## config.mk

```make
export PLATFORM = sky130hd
export DESIGN_NAME = chan_fifo_writer
export DESIGN_NICKNAME = d
export VERILOG_FILES = /design/src/rtl/chan_fifo_pkg.sv /design/src/rtl/chan_fifo_writer.sv
export SDC_FILE = /design/constraint.sdc
export NUM_CORES = 1
export LEC_CHECK = 0
export CORE_MARGIN = 5
export CORE_UTILIZATION = 35
export CTS_BUF_LIST = sky130_fd_sc_hd__clkbuf_4
export DETAILED_ROUTE_END_ITERATION = 8
export SKIP_LAST_GASP = 1
export SYNTH_ARGS = -nofsm -noshare
export SYNTH_HDL_FRONTEND = slang
export SYNTH_SLANG_ARGS = --single-unit
```

## constraint.sdc

```tcl
create_clock -name rx_clock -period 2.3 [get_ports rx_clock]
set_clock_uncertainty 0.1 [all_clocks]
set_input_delay 0.69 -clock rx_clock [delete_from_list [all_inputs] [get_ports rx_clock]]
set_output_delay 0.69 -clock rx_clock [all_outputs]
set_load 0.05 [all_outputs]
```

## src/rtl/chan_fifo_pkg.sv

```systemverilog
// Definitions shared by the RX channel FIFO writer and the TX FIFO reader:
// header bit positions, the payload length limit, writer states and the header builder.
package chan_fifo_pkg;

    localparam int HDR_PAYLOAD_LSB = 2;
    localparam int HDR_PAYLOAD_W   = 7;
    localparam int HDR_RSSI_LSB    = 12;
    localparam int HDR_RSSI_W      = 8;
    localparam int HDR_CHAN_LSB    = 20;
    localparam int HDR_CHAN_W      = 5;
    localparam int HDR_OVERRUN_BIT = 26;
    localparam int HDR_EOB_BIT     = 27;
    localparam int HDR_SOB_BIT     = 28;

    localparam int MAX_PKT_LEN = 126;

    typedef enum logic [3:0] {
        ST_IDLE,
        ST_ARMED,
        ST_HEADER,
        ST_TIMESTAMP,
        ST_FIRST,
        ST_PAYLOAD,
        ST_PAD,
        ST_EOB_HDR,
        ST_EOB_TS
    } wr_state_t;

    function automatic logic [31:0] build_header(
        input logic [HDR_PAYLOAD_W-1:0] len,
        input logic [HDR_RSSI_W-1:0]    rssi,
        input logic [HDR_CHAN_W-1:0]    chan,
        input logic                     ovr,
        input logic                     eob,
        input logic                     sob
    );
        logic [31:0] hdr;
        hdr = '0;
        hdr[HDR_PAYLOAD_LSB +: HDR_PAYLOAD_W] = len;
        hdr[HDR_RSSI_LSB +: HDR_RSSI_W]       = rssi;
        hdr[HDR_CHAN_LSB +: HDR_CHAN_W]       = chan;
        hdr[HDR_OVERRUN_BIT]                  = ovr;
        hdr[HDR_EOB_BIT]                      = eob;
        hdr[HDR_SOB_BIT]                      = sob;
        return hdr;
    endfunction

endpackage

```

## src/rtl/chan_fifo_writer.sv

```systemverilog
// Packs RX I/Q samples into header/timestamp/payload packets for one channel FIFO.
// Optional CHAN_RSSI_HDR_EN: carry the RSSI captured at packet start in header [19:12].
module chan_fifo_writer
    import chan_fifo_pkg::*;
#(
    parameter int CHANNEL = 0,
    parameter int MAX_LEN = MAX_PKT_LEN
) (
    input  logic        rx_clock,
    input  logic        reset_n,
    input  logic        enable,
    input  logic        rx_strobe,
    input  logic [15:0] rx_i,
    input  logic [15:0] rx_q,
    input  logic [31:0] adc_time,
    input  logic [31:0] rssi,
    input  logic [6:0]  pkt_len,
    input  logic        space_ok,
    output logic [31:0] wrdata,
    output logic        wrreq,
    output logic        pkt_done,
    output logic        overrun,
    output logic [15:0] dropped_count,
    output logic        busy
);

    localparam logic [4:0] CHAN_ID   = 5'(CHANNEL);
    localparam logic [6:0] LEN_CLAMP = 7'(MAX_LEN);

    wr_state_t   state;
    logic [6:0]  len_q;
    logic [6:0]  count;
    logic [31:0] sample_q;
    logic [31:0] time_q;
    logic        sob_pend;
    logic        ovr_pend;

    logic [6:0]  len_sel;
    logic        start;
    logic        drop;
    logic [7:0]  rssi_live;
    logic [7:0]  rssi_held;
    logic [31:0] eob_hdr;

`ifdef CHAN_RSSI_HDR_EN
    logic [7:0] rssi_q;
    logic       unused_rssi;
    assign unused_rssi = ^rssi[31:8];
    assign rssi_live   = rssi[7:0];
    assign rssi_held   = rssi_q;

    always_ff @(posedge rx_clock or negedge reset_n) begin
        if (!reset_n)
            rssi_q <= '0;
        else if (start)
            rssi_q <= rssi[7:0];
    end
`else
    logic unused_rssi;
    assign unused_rssi = ^rssi;
    assign rssi_live   = '0;
    assign rssi_held   = '0;
`endif

    assign busy    = (state != ST_IDLE);
    assign eob_hdr = build_header(7'd0, rssi_held, CHAN_ID, ovr_pend, 1'b1, 1'b0);

    always_comb begin
        // NOTE: every signal gets a default first so no latch is inferred.
        len_sel = (pkt_len > LEN_CLAMP) ? LEN_CLAMP : pkt_len;
        start   = 1'b0;
        drop    = 1'b0;
        if (rx_strobe) begin
            case (state)
                ST_ARMED: begin
                    start = enable && (pkt_len != 7'd0) && space_ok;
                    drop  = enable && (pkt_len != 7'd0) && !space_ok;
                end
                ST_HEADER, ST_TIMESTAMP, ST_EOB_HDR, ST_EOB_TS: drop = 1'b1;
                default: ;
            endcase
        end
    end

    // The state names the word on wrdata this cycle; each word is loaded on the edge entering it.
    always_ff @(posedge rx_clock or negedge reset_n) begin
        if (!reset_n) begin
            state         <= ST_IDLE;
            len_q         <= '0;
            count         <= '0;
            sample_q      <= '0;
            time_q        <= '0;
            sob_pend      <= 1'b0;
            ovr_pend      <= 1'b0;
            wrdata        <= '0;
            wrreq         <= 1'b0;
            pkt_done      <= 1'b0;
            overrun       <= 1'b0;
            dropped_count <= '0;
        end else begin
            // NOTE: non-blocking throughout, so every branch reads pre-edge values.
            wrreq    <= 1'b0;
            pkt_done <= 1'b0;
            overrun  <= drop;

            case (state)
                ST_IDLE: begin
                    if (enable && pkt_len != 7'd0) begin
                        state    <= ST_ARMED;
                        sob_pend <= 1'b1;
                    end
                end
                ST_ARMED: begin
                    if (!enable) begin
                        sob_pend <= 1'b0;
                        if (sob_pend) begin
                            state <= ST_IDLE;
                        end else begin
                            state    <= ST_EOB_HDR;
                            wrreq    <= 1'b1;
                            wrdata   <= eob_hdr;
                            ovr_pend <= 1'b0;
                        end
                    end else if (start) begin
                        state    <= ST_HEADER;
                        len_q    <= len_sel;
                        sample_q <= {rx_q, rx_i};
                        time_q   <= adc_time;
                        wrreq    <= 1'b1;
                        wrdata   <= build_header(len_sel, rssi_live, CHAN_ID, ovr_pend, 1'b0, sob_pend);
                        sob_pend <= 1'b0;
                        ovr_pend <= 1'b0;
                    end
                end
                ST_HEADER: begin
                    state  <= ST_TIMESTAMP;
                    wrreq  <= 1'b1;
                    wrdata <= time_q;
                end
                ST_TIMESTAMP: begin
                    state  <= ST_FIRST;
                    wrreq  <= 1'b1;
                    wrdata <= sample_q;
                    count  <= 7'd1;
                end
                ST_FIRST, ST_PAYLOAD: begin
                    if (count == len_q) begin
                        pkt_done <= 1'b1;
                        if (enable) begin
                            state <= ST_ARMED;
                        end else begin
                            state    <= ST_EOB_HDR;
                            wrreq    <= 1'b1;
                            wrdata   <= eob_hdr;
                            ovr_pend <= 1'b0;
                        end
                    end else if (state == ST_FIRST) begin
                        state <= ST_PAYLOAD;
                    end else if (!enable) begin
                        state  <= ST_PAD;
                        wrreq  <= 1'b1;
                        wrdata <= '0;
                        count  <= count + 7'd1;
                    end else if (rx_strobe) begin
                        wrreq  <= 1'b1;
                        wrdata <= {rx_q, rx_i};
                        count  <= count + 7'd1;
                    end
                end
                ST_PAD: begin
                    if (count == len_q) begin
                        pkt_done <= 1'b1;
                        state    <= ST_EOB_HDR;
                        wrreq    <= 1'b1;
                        wrdata   <= eob_hdr;
                        ovr_pend <= 1'b0;
                    end else begin
                        wrreq  <= 1'b1;
                        wrdata <= '0;
                        count  <= count + 7'd1;
                    end
                end
                ST_EOB_HDR: begin
                    state  <= ST_EOB_TS;
                    wrreq  <= 1'b1;
                    wrdata <= adc_time;
                end
                ST_EOB_TS: begin
                    state    <= ST_IDLE;
                    pkt_done <= 1'b1;
                end
                default: state <= ST_IDLE;
            endcase

            if (drop) begin
                ovr_pend <= 1'b1;
                if (dropped_count != 16'hFFFF)
                    dropped_count <= dropped_count + 16'd1;
            end
        end
    end

endmodule
```

# After elaboration in Yosys (flattened, before gate mapping)
# Index checks and enable logic that the tools add are counted.
totals:
  out_inout_bits: 52
  in_bits: 108
  reg_bits: 135
  wordCells: 117
classes:
  addsub: 2
  n_reduce_logical: 22
  order_cmp: 1
  n_eq_ne: 27
  n_mux: 53
ops:
  columns: ["cell", "n"]
  rows:
  - ["2-to-1 mux 32 bit", 8]
  - ["case mux 32 bit (6 select lines)", 1]
  - ["2-to-1 mux 7 bit", 6]
  - ["2-to-1 mux 28 bit", 1]
  - ["2-to-1 mux 4 bit", 7]
  - ["case mux 4 bit (7 select lines)", 1]
  - ["inequality test 3 bit (second input constant)", 8]
  - ["2-to-1 mux 1 bit", 21]
  - ["case mux 7 bit (3 select lines)", 1]
  - ["adder 16 x 1 -> 16 bit (second input constant)", 1]
  - ["equality test 4 x 3 -> 1 bit (second input constant)", 4]
  - ["inequality test 16 bit (second input constant)", 1]
  - ["inequality test 4 bit (second input constant)", 4]
  - ["AND reduction 6 bit", 2]
  - ["inequality test 2 bit (second input constant)", 5]
  - ["equality test 4 x 2 -> 1 bit (second input constant)", 2]
  - ["nonzero test 4 bit", 2]
  - ["OR reduction 4 bit", 2]
  - ["adder 7 x 1 -> 7 bit (second input constant)", 1]
  - ["equality test 7 bit", 1]
  - ["greater-than comparator 7 bit (second input constant)", 1]
  - ["nonzero test 7 bit", 1]
  - ["2-to-1 mux 3 bit", 2]
  - ["case mux 1 bit (2 select lines)", 3]
  - ["15 further kinds", 19]

# Logic depth before layout (Yosys ltp)
# Gate-level depths: netlist of run 1.
depth:
  depth_word: 9
  depth_mapped: 9

# Worst setup path after synthesis of run 1
# No wires, ideal clock.
synth_timing:
  kind: "flip-flop to flip-flop"
  start: "register dropped_count[7]"
  end: "register dropped_count[1]"
  stages_incl_launch_ff: 7
  t_required_ns: 2.075
  period_less_slack_ns: 2.424
  arrival_time_ns: 2.199
  path_slack_ns: -0.124
  cell_sequence: "dfrtp_1 > and3_1 > nand3_1 > or4_1 > clkbuf_1 > nand2_1 > mux2_2"
synth_via:
  elab_chain_cells: 2
synth_lines:
  columns: ["element", "line", "source"]
  rows:
  - ["start, declared", "chan_fifo_writer.sv:23", "output logic [15:0] dropped_count,"]
  - ["start signal, assigned", "chan_fifo_writer.sv:198", "dropped_count <= dropped_count + 16'd1;"]
  - ["inequality test 16 bit", "chan_fifo_writer.sv:197", "if (dropped_count != 16'hFFFF)"]
  - ["AND reduction 2 bit (no line)", null, null]
# Every way passes these cells.
# A chain may end at the register's enable or synchronous reset.

# Worst setup path in the final report of run 1
layout_timing:
  start: "register state[1]"
  end: "output port busy"
layout_via:
  elab_chain_cells: 1
layout_lines:
  columns: ["element", "line", "source"]
  rows:
  - ["start, declared", "chan_fifo_writer.sv:30", "wr_state_t state;"]
  - ["start signal, assigned", "chan_fifo_writer.sv:88", "state <= ST_IDLE;"]
  - ["start signal, assigned", "chan_fifo_writer.sv:109", "state <= ST_ARMED;"]
  - ["start signal, assigned", "chan_fifo_writer.sv:117", "state <= ST_IDLE;"]
  - ["nonzero test 4 bit", "chan_fifo_writer.sv:65", "assign busy = (state != ST_IDLE);"]
  - ["end, declared", "chan_fifo_writer.sv:24", "output logic busy"]
# Every way passes these cells.

==> flow_summary.toml, run 1 <==
[final_layout]
layout.cells.non_filler = 1036
layout-drive-gt1-share_pct = 32.8
area_growth_pct = 38.7
fin_nets = 898

[sta]
slew_headroom_pct = 47.9
fin_ws_ns = -0.167
finalCritPeriodShare_pct = 107
rsz0062_at_grt = "yes"
slew_violations = 0
setup_violations = 1
timing.final.crit_period_ns = 2.47
hold_ws_ns = 0.388
hold_viol = 0
tightest_slew_ns = 0.773
max_freq_ghz = 0.405

[routing]
ant_nets = 0
drt_iter0_drc = 482
topRoutingLayerUsed = "met4"
dr.pass1.iters = 8
routed_wl_um = 19500
met3_length_um = 834
wire_per_inst_um = 18.8
drc = 0
wl_met2_um = 9750
routed_via_density = 5.34
vias = 5535
wl_met1_um = 8640

[critical_path]
worstSetupPathType = "flip-flop to output pin"
cp-end-kind = "output pin"
cpLargestDelayFamily = "flip-flops"
cp-start-kind = "flip-flop"
crit_chain = "nor4_4 -> buf_4 -> inv_1 -> buf_12"
cp_num_buf_inv = 3
critPathMaxFanout = 3
worst-endpoint-arrival_ns = 1.68
startpoint = "state[1]$_DFFE_PN0P_"
rr_startpoint = "state[2]$_DFFE_PN0P_"
slowest_delay_ns = 0.47
cp_slowest_cell = "dfrtp_2"
cp.required_ns = 1.51

[synth]
synth.distinct_cells = 65
avgSynthCellArea_um2 = 11.1
synthAdderAreaFrac_pct = 0.379
yosysWarnings = 0
synth_nets = 707
ys_seq_area_share_pct = 51.1
synth.cell_area_um2 = 6610
synth_edf_count = 0
synthFlopType = "dfrtp_1"
synth_top_family_by_area = "compound AO/OA/AOI/OAI gates"
synthSimpleGateAreaFrac_pct = 10.8
async_flop_share_pct = 100
synth_compound_area_share_pct = 18.5
synthCells = 597
ys_ff_latch = 135
synthMuxAreaShare_pct = 11.8
yosys.area_share.xor_xnor_pct = 2.92

[clock_tree]
clock-sinks = 135
clk_latency_ns = 0.55
htreeDepth = 4
clock-root-buffer = "clkbuf_4"
path_clk_slew_ns = 0.11
cts_tree = "done"
clk_path_buf_depth = 2
cts_made_buffers = 17

[worst_hold_path]
holdCritPathClass = "flip-flop to flip-flop"
min_from = "dropped_count[9]$_DFFE_PN0P_"

[power]
p_leak_nw = 4.18
p_sw_mw = 5.26
p_comb_share_pct = 53.9
pwr-share-seq_pct = 33.1
ir_worst_vdd_v = 0.000708
power.internal_mw = 7.04
p_sw_share_pct = 42.8
clockPowerShare_pct = 12.9
p_per_area_nw_per_um2 = 1340

[global_route]
antenna_found_initial = 1
track_usage_pct = 17.9
grt_pass1_vias = 5855
grt_overflow_total = 0
grt_pass1_wl_um = 31100
grt_max_degree = 50

[placed_design]
dp.cells = 989
port_buffers = 127
hpwl_um = 13800
gp_congestion = 0.866

[run_status]
violations = "negative setup slack"
outcome = "complete, but fails checks"

[die]
die_h_um = 147
die_w_um = 147
io_pins = 160
floorplan.initialDensity_pct = 35.4
coreArea_um2 = 18600
die_area_um2 = 21700
rows = 50

[job]
maxCapViolCount = 0
-- worst reg2reg max path, cell delays in order, from the launching register on --
cell and delay (ns):
dfrtp_2 0.49, buf_4 0.16, buf_4 0.13, and2_4 0.17
a21oi_4 0.14, a211oi_4 0.06, a211oi_4 0.35, buf_12 0.21
mux2_2 0.35
-- per-layer routing --
layer	GRT usage, %	vias to the layer above
met3	3.80	20
met5	0	-
met2	29.9	147
met4	5.68	0
li1	-	2586
met1	23.4	2782
-- stage by stage --
step	TNS [ns]	setup slack (ns)	power, mW	area (um2)	util, %
floorplan	-0.173	-0.0315	7.85	6630	-
global route	-0.374	-0.255	13.0	9160	49.1
global placement	-57.66	-0.616	10.1	8620	46.2
CTS	-0.247	-0.247	11.9	8930	47.9
detailed placement	-63.62	-0.666	10.3	8620	46.2
finish	-0.167	-0.167	12.3	9160	49.1
-- sequential cells by signal, summed over array words and instances (netlist names) --
name / count
sample_q: 32
state: 4
ovr_pend: 1
wrdata: 32
len_q: 7
overrun: 1
wrreq: 1
dropped_count: 16
count: 7
sob_pend: 1
time_q: 32
pkt_done: 1
-- synthesized netlist by cell type (all sizes together), types with 3 or more instances --
master	number	area, um2
a22oi	9	67.6
nand4	6	37.5
inv	30	113
nand2b	6	37.5
a221o	9	91.3
mux2i	8	80.1
a22o	22	193
o21ai	60	300
dfrtp	135	3380
nor2b	4	25.0
nor3	10	66.3
clkbuf	17	63.8
nor2	12	45.0
mux2	60	698
a21boi	3	22.5
a222oi	22	220
a211oi	4	35.0
xnor2	14	123
nand2	58	218
xor2	8	70.1
or3	3	23.8
and3	8	50.1
nor4	4	37.5
a21oi	14	73.8
buf	22	124
nand3	13	65.1
or2	4	25.0
-- kinds of logic after synthesis --
family,Yosys count
buf+inv,69
compound gates,164
mux,68
flops,135
fa+ha+maj,2
xor+xnor,22
simple gates,137
-- cell usage in the layout (no fill, tap or decap), types with 11 or more instances in the layout --
cell	n
mux2_2	54
dfrtp_1	126
a222oi_1	22
nor2_1	11
inv_1	29
buf_4	114
buf_12	13
nand2_1	58
a22o_1	22
clkdlybuf4s50_1	70
nand3_1	13
clkbuf_4	17
a21oi_1	12
o21ai_0	58
xnor2_1	14
-- layout make-up --
class | instances | area [um2]
antenna | 1 | 2.50
clock buffer | 17 | 128
clock inverter | 15 | 153
fill | 1708 | 9480
inverter | 30 | 113
multi-input combinational | 393 | 3060
sequential | 135 | 3390
tap | 234 | 293
timing repair buffer | 211 | 2030
-- power by group through the flow --
stage          Clock, mW  Sequential, mW  Combinational [mW]
2_1_floorplan          0            4.96                2.90
3_3_place_gp           0            4.08                6.04
3_5_place_dp           0            4.12                6.14
4_1_cts             1.65            4.06                6.19
5_1_grt             1.74            4.18                7.10
6_report            1.59            4.07                6.63
-- final timing paths --
kind	end	slack, ns	cells after the start
worst max-delay path	busy	-0.17	4
worst min-delay path	dropped_count[9]$_DFFE_PN0P_	0.39	1
worst max register to register	wrdata[7]$_DFFE_PN0P_	0.05	8
worst min register to register	dropped_count[9]$_DFFE_PN0P_	0.39	1
max in group asynchronous	dropped_count[7]$_DFFE_PN0P_	0.95	3
min in group asynchronous	sample_q[15]$_DFFE_PN0P_	0.55	2
-- timing repair --
action                                 in CTS  in global routing
setup buffers                               3                  8
gates resized for setup                     8                 22
pin swaps                                   1                  6
hold buffers                                1                  0
cloned                                      0                  3
endpoints found under the hold margin      44                  0
setup endpoints to repair                   9                 38
Note: power is estimated with default switching activity, not from simulation.
==> inputs of run 2 (changes only) <==
--- a/config.mk
+++ b/config.mk
@@ -5,6 +5,7 @@
 export SDC_FILE = /design/constraint.sdc
 export NUM_CORES = 1
 export LEC_CHECK = 0
+export CORE_ASPECT_RATIO = 1.1
 export CORE_MARGIN = 5
 export CORE_UTILIZATION = 35
 export CTS_BUF_LIST = sky130_fd_sc_hd__clkbuf_4
==> flow_summary.toml, run 2 (synthesized netlist as in run 1, its figures left out) <==
[run_status]
outcome = "complete, but fails checks"
violations = "negative setup slack"

[final_layout]
layout-drive-gt1-share_pct = 31.6
design_area_um2 = 9040
fin_nets = 887
layout.cells.non_filler = 1035
area_growth_pct = 36.9
reg_top3 = "sample_q (32), time_q (32), wrdata (32)"
final_common_cell = "dfrtp_1"
fin_util_pct = 48.9
layout_common_cells = "dfrtp_1, buf_4, clkdlybuf4s50_1"

[critical_path]
critPathMaxFanout = 6
timing.rr.end = "wrdata[26]$_DFFE_PN0P_"
rr_startpoint = "len_q[2]$_DFFE_PN0P_"
cp-end-kind = "output pin"
cp_num_buf_inv = 4
slowest_delay_ns = 0.42
reg2reg_depth = 7
worst-r2r-setup-slack_ns = 0.06
worstSetupPathType = "flip-flop to output pin"
cpLargestDelayFamily = "buffers and inverters"
cp_slowest_cell = "dfrtp_2"
worstSetupPathDepth = 5
crit_path_end = "busy"
worst-endpoint-arrival_ns = 1.67
startpoint = "state[2]$_DFFE_PN0P_"
cp_common_cell = "buf_6"
crit_chain = "buf_6 -> nor4_4 -> buf_4 -> inv_2 -> buf_6"
cp.required_ns = 1.51
cp-start-kind = "flip-flop"

[die]
die_w_um = 141
floorplan.initialDensity_pct = 35.7
rows = 52
die_h_um = 154
io_pins = 160
coreArea_um2 = 18500
die_area_um2 = 21700

[routing]
drt_iter0_drc = 380
ant_nets = 0
vias = 5475
drc = 0
dr.pass1.iters = 5
routed_via_density = 5.29
routed_wl_um = 18700
wire_per_inst_um = 18.1

[placed_design]
port_buffers = 127
gp_congestion = 0.824
hpwl_um = 13400
dp.cells = 995
post-place-ws_ns = -0.616
dpl_cell_area_um2 = 8570

[clock_tree]
clock-root-buffer = "clkbuf_4"
cts_made_buffers = 17
cts_tree = "done"
clock-sinks = 135
clk_latency_ns = 0.55
path_clk_slew_ns = 0.11
clk_path_buf_depth = 2
htreeDepth = 4

[power]
p_total_mw = 12.3
p_leak_nw = 4.10
ir_worst_vdd_v = 0.000683
p_per_area_nw_per_um2 = 1360

[global_route]
track_usage_pct = 17.5
antenna_found_initial = 1
grt_max_degree = 51
grt_pass1_vias = 5911
grt_overflow_total = 0
grt_pass1_wl_um = 30500

[sta]
timing.final.crit_period_ns = 2.46
tns_ns = -0.157
hold_ws_ns = 0.395
fin_ws_ns = -0.157
hold_viol = 0
tightest_slew_ns = 0.559
slew_violations = 0
finalCritPeriodShare_pct = 107
setup_violations = 1
rsz0062_at_grt = "yes"
max_freq_ghz = 0.407
slew_headroom_pct = 62.3

[worst_hold_path]
holdCritPathClass = "flip-flop to flip-flop"

[job]
maxCapViolCount = 0
## run 2: changes by cell type in the layout (fill, tap and decap cells not counted), sizes merged
cell,before,now
clkinvlp,2,4
dlymetal6s2s,4,3
inv,34,31
clkdlybuf4s50,70,71
clkinv,7,4
diode,1,2
clkdlybuf4s15,1,0
clkbuf,21,18
bufinv,2,5
dlygate4sd2,1,2
buf,130,123
## run 2: final cells by class
cell class	count	area, um2
Multi-Input combinational cell	393	3050
Antenna cell	2	5.00
Clock inverter	14	205
Sequential cell	135	3390
Timing Repair Buffer	200	1850
Tap cell	243	304
Fill cell	1719	9430
Inverter	30	113
Clock buffer	18	135
## run 2: worst min path at each step
| stage | from | endpoint | slack, ns | cells past startpoint |
|---|---|---|---|---|
| 3_3_place_gp | sample_q[25]$_DFFE_PN0P_ | sample_q[25]$_DFFE_PN0P_ | 0.36 | 2 |
| 4_1_cts | sample_q[20]$_DFFE_PN0P_ | sample_q[20]$_DFFE_PN0P_ | 0.40 | 2 |
| 3_5_place_dp | sample_q[25]$_DFFE_PN0P_ | sample_q[25]$_DFFE_PN0P_ | 0.37 | 2 |
| 5_1_grt | sample_q[14]$_DFFE_PN0P_ | sample_q[14]$_DFFE_PN0P_ | 0.42 | 2 |
| 6_report | sample_q[16]$_DFFE_PN0P_ | sample_q[16]$_DFFE_PN0P_ | 0.39 | 2 |
| 2_1_floorplan | reset_n | count[0]$_DFFE_PN0P_ | 0.29 | 0 |
## run 2: power by group
group / total [mW] / internal [mW] / switching (mW)
clock network: 1.86 / 0.972 / 0.891
logic: 6.33 / 2.82 / 3.51
registers: 4.06 / 3.39 / 0.672
total: 12.3 / 7.18 / 5.07
## run 2: worst reg2reg max path, stage by stage, from the launching register on
cell,delay [ns]
dfrtp_1,0.43
xor2_2,0.20
or3_4,0.43
buf_4,0.17
o21ai_2,0.22
buf_4,0.19
o221ai_1,0.12
mux2_4,0.28
## run 2: repair_timing
| item | 4_1_cts | 5_1_grt |
|---|---|---|
| pin swaps | 0 | 4 |
| setup buffers | 3 | 2 |
| hold buffers | 1 | 0 |
| endpoints found under the setup margin | 3 | 46 |
| gates resized for setup | 5 | 14 |
| hold endpoints to repair | 41 | 0 |
## run 2: metal layers
metal | vias up | GRT usage [%] | part of all wire, % | routed length (um)
met1 | 2711 | 21.6 | 42 | 7810
met3 | 24 | 4.72 | 6.4 | 1190
met4 | 0 | 5.35 | 1.4 | 257
li1 | 2560 | - | - | -
met2 | 180 | 30.0 | 50 | 9430
met5 | - | 0 | 0 | 0
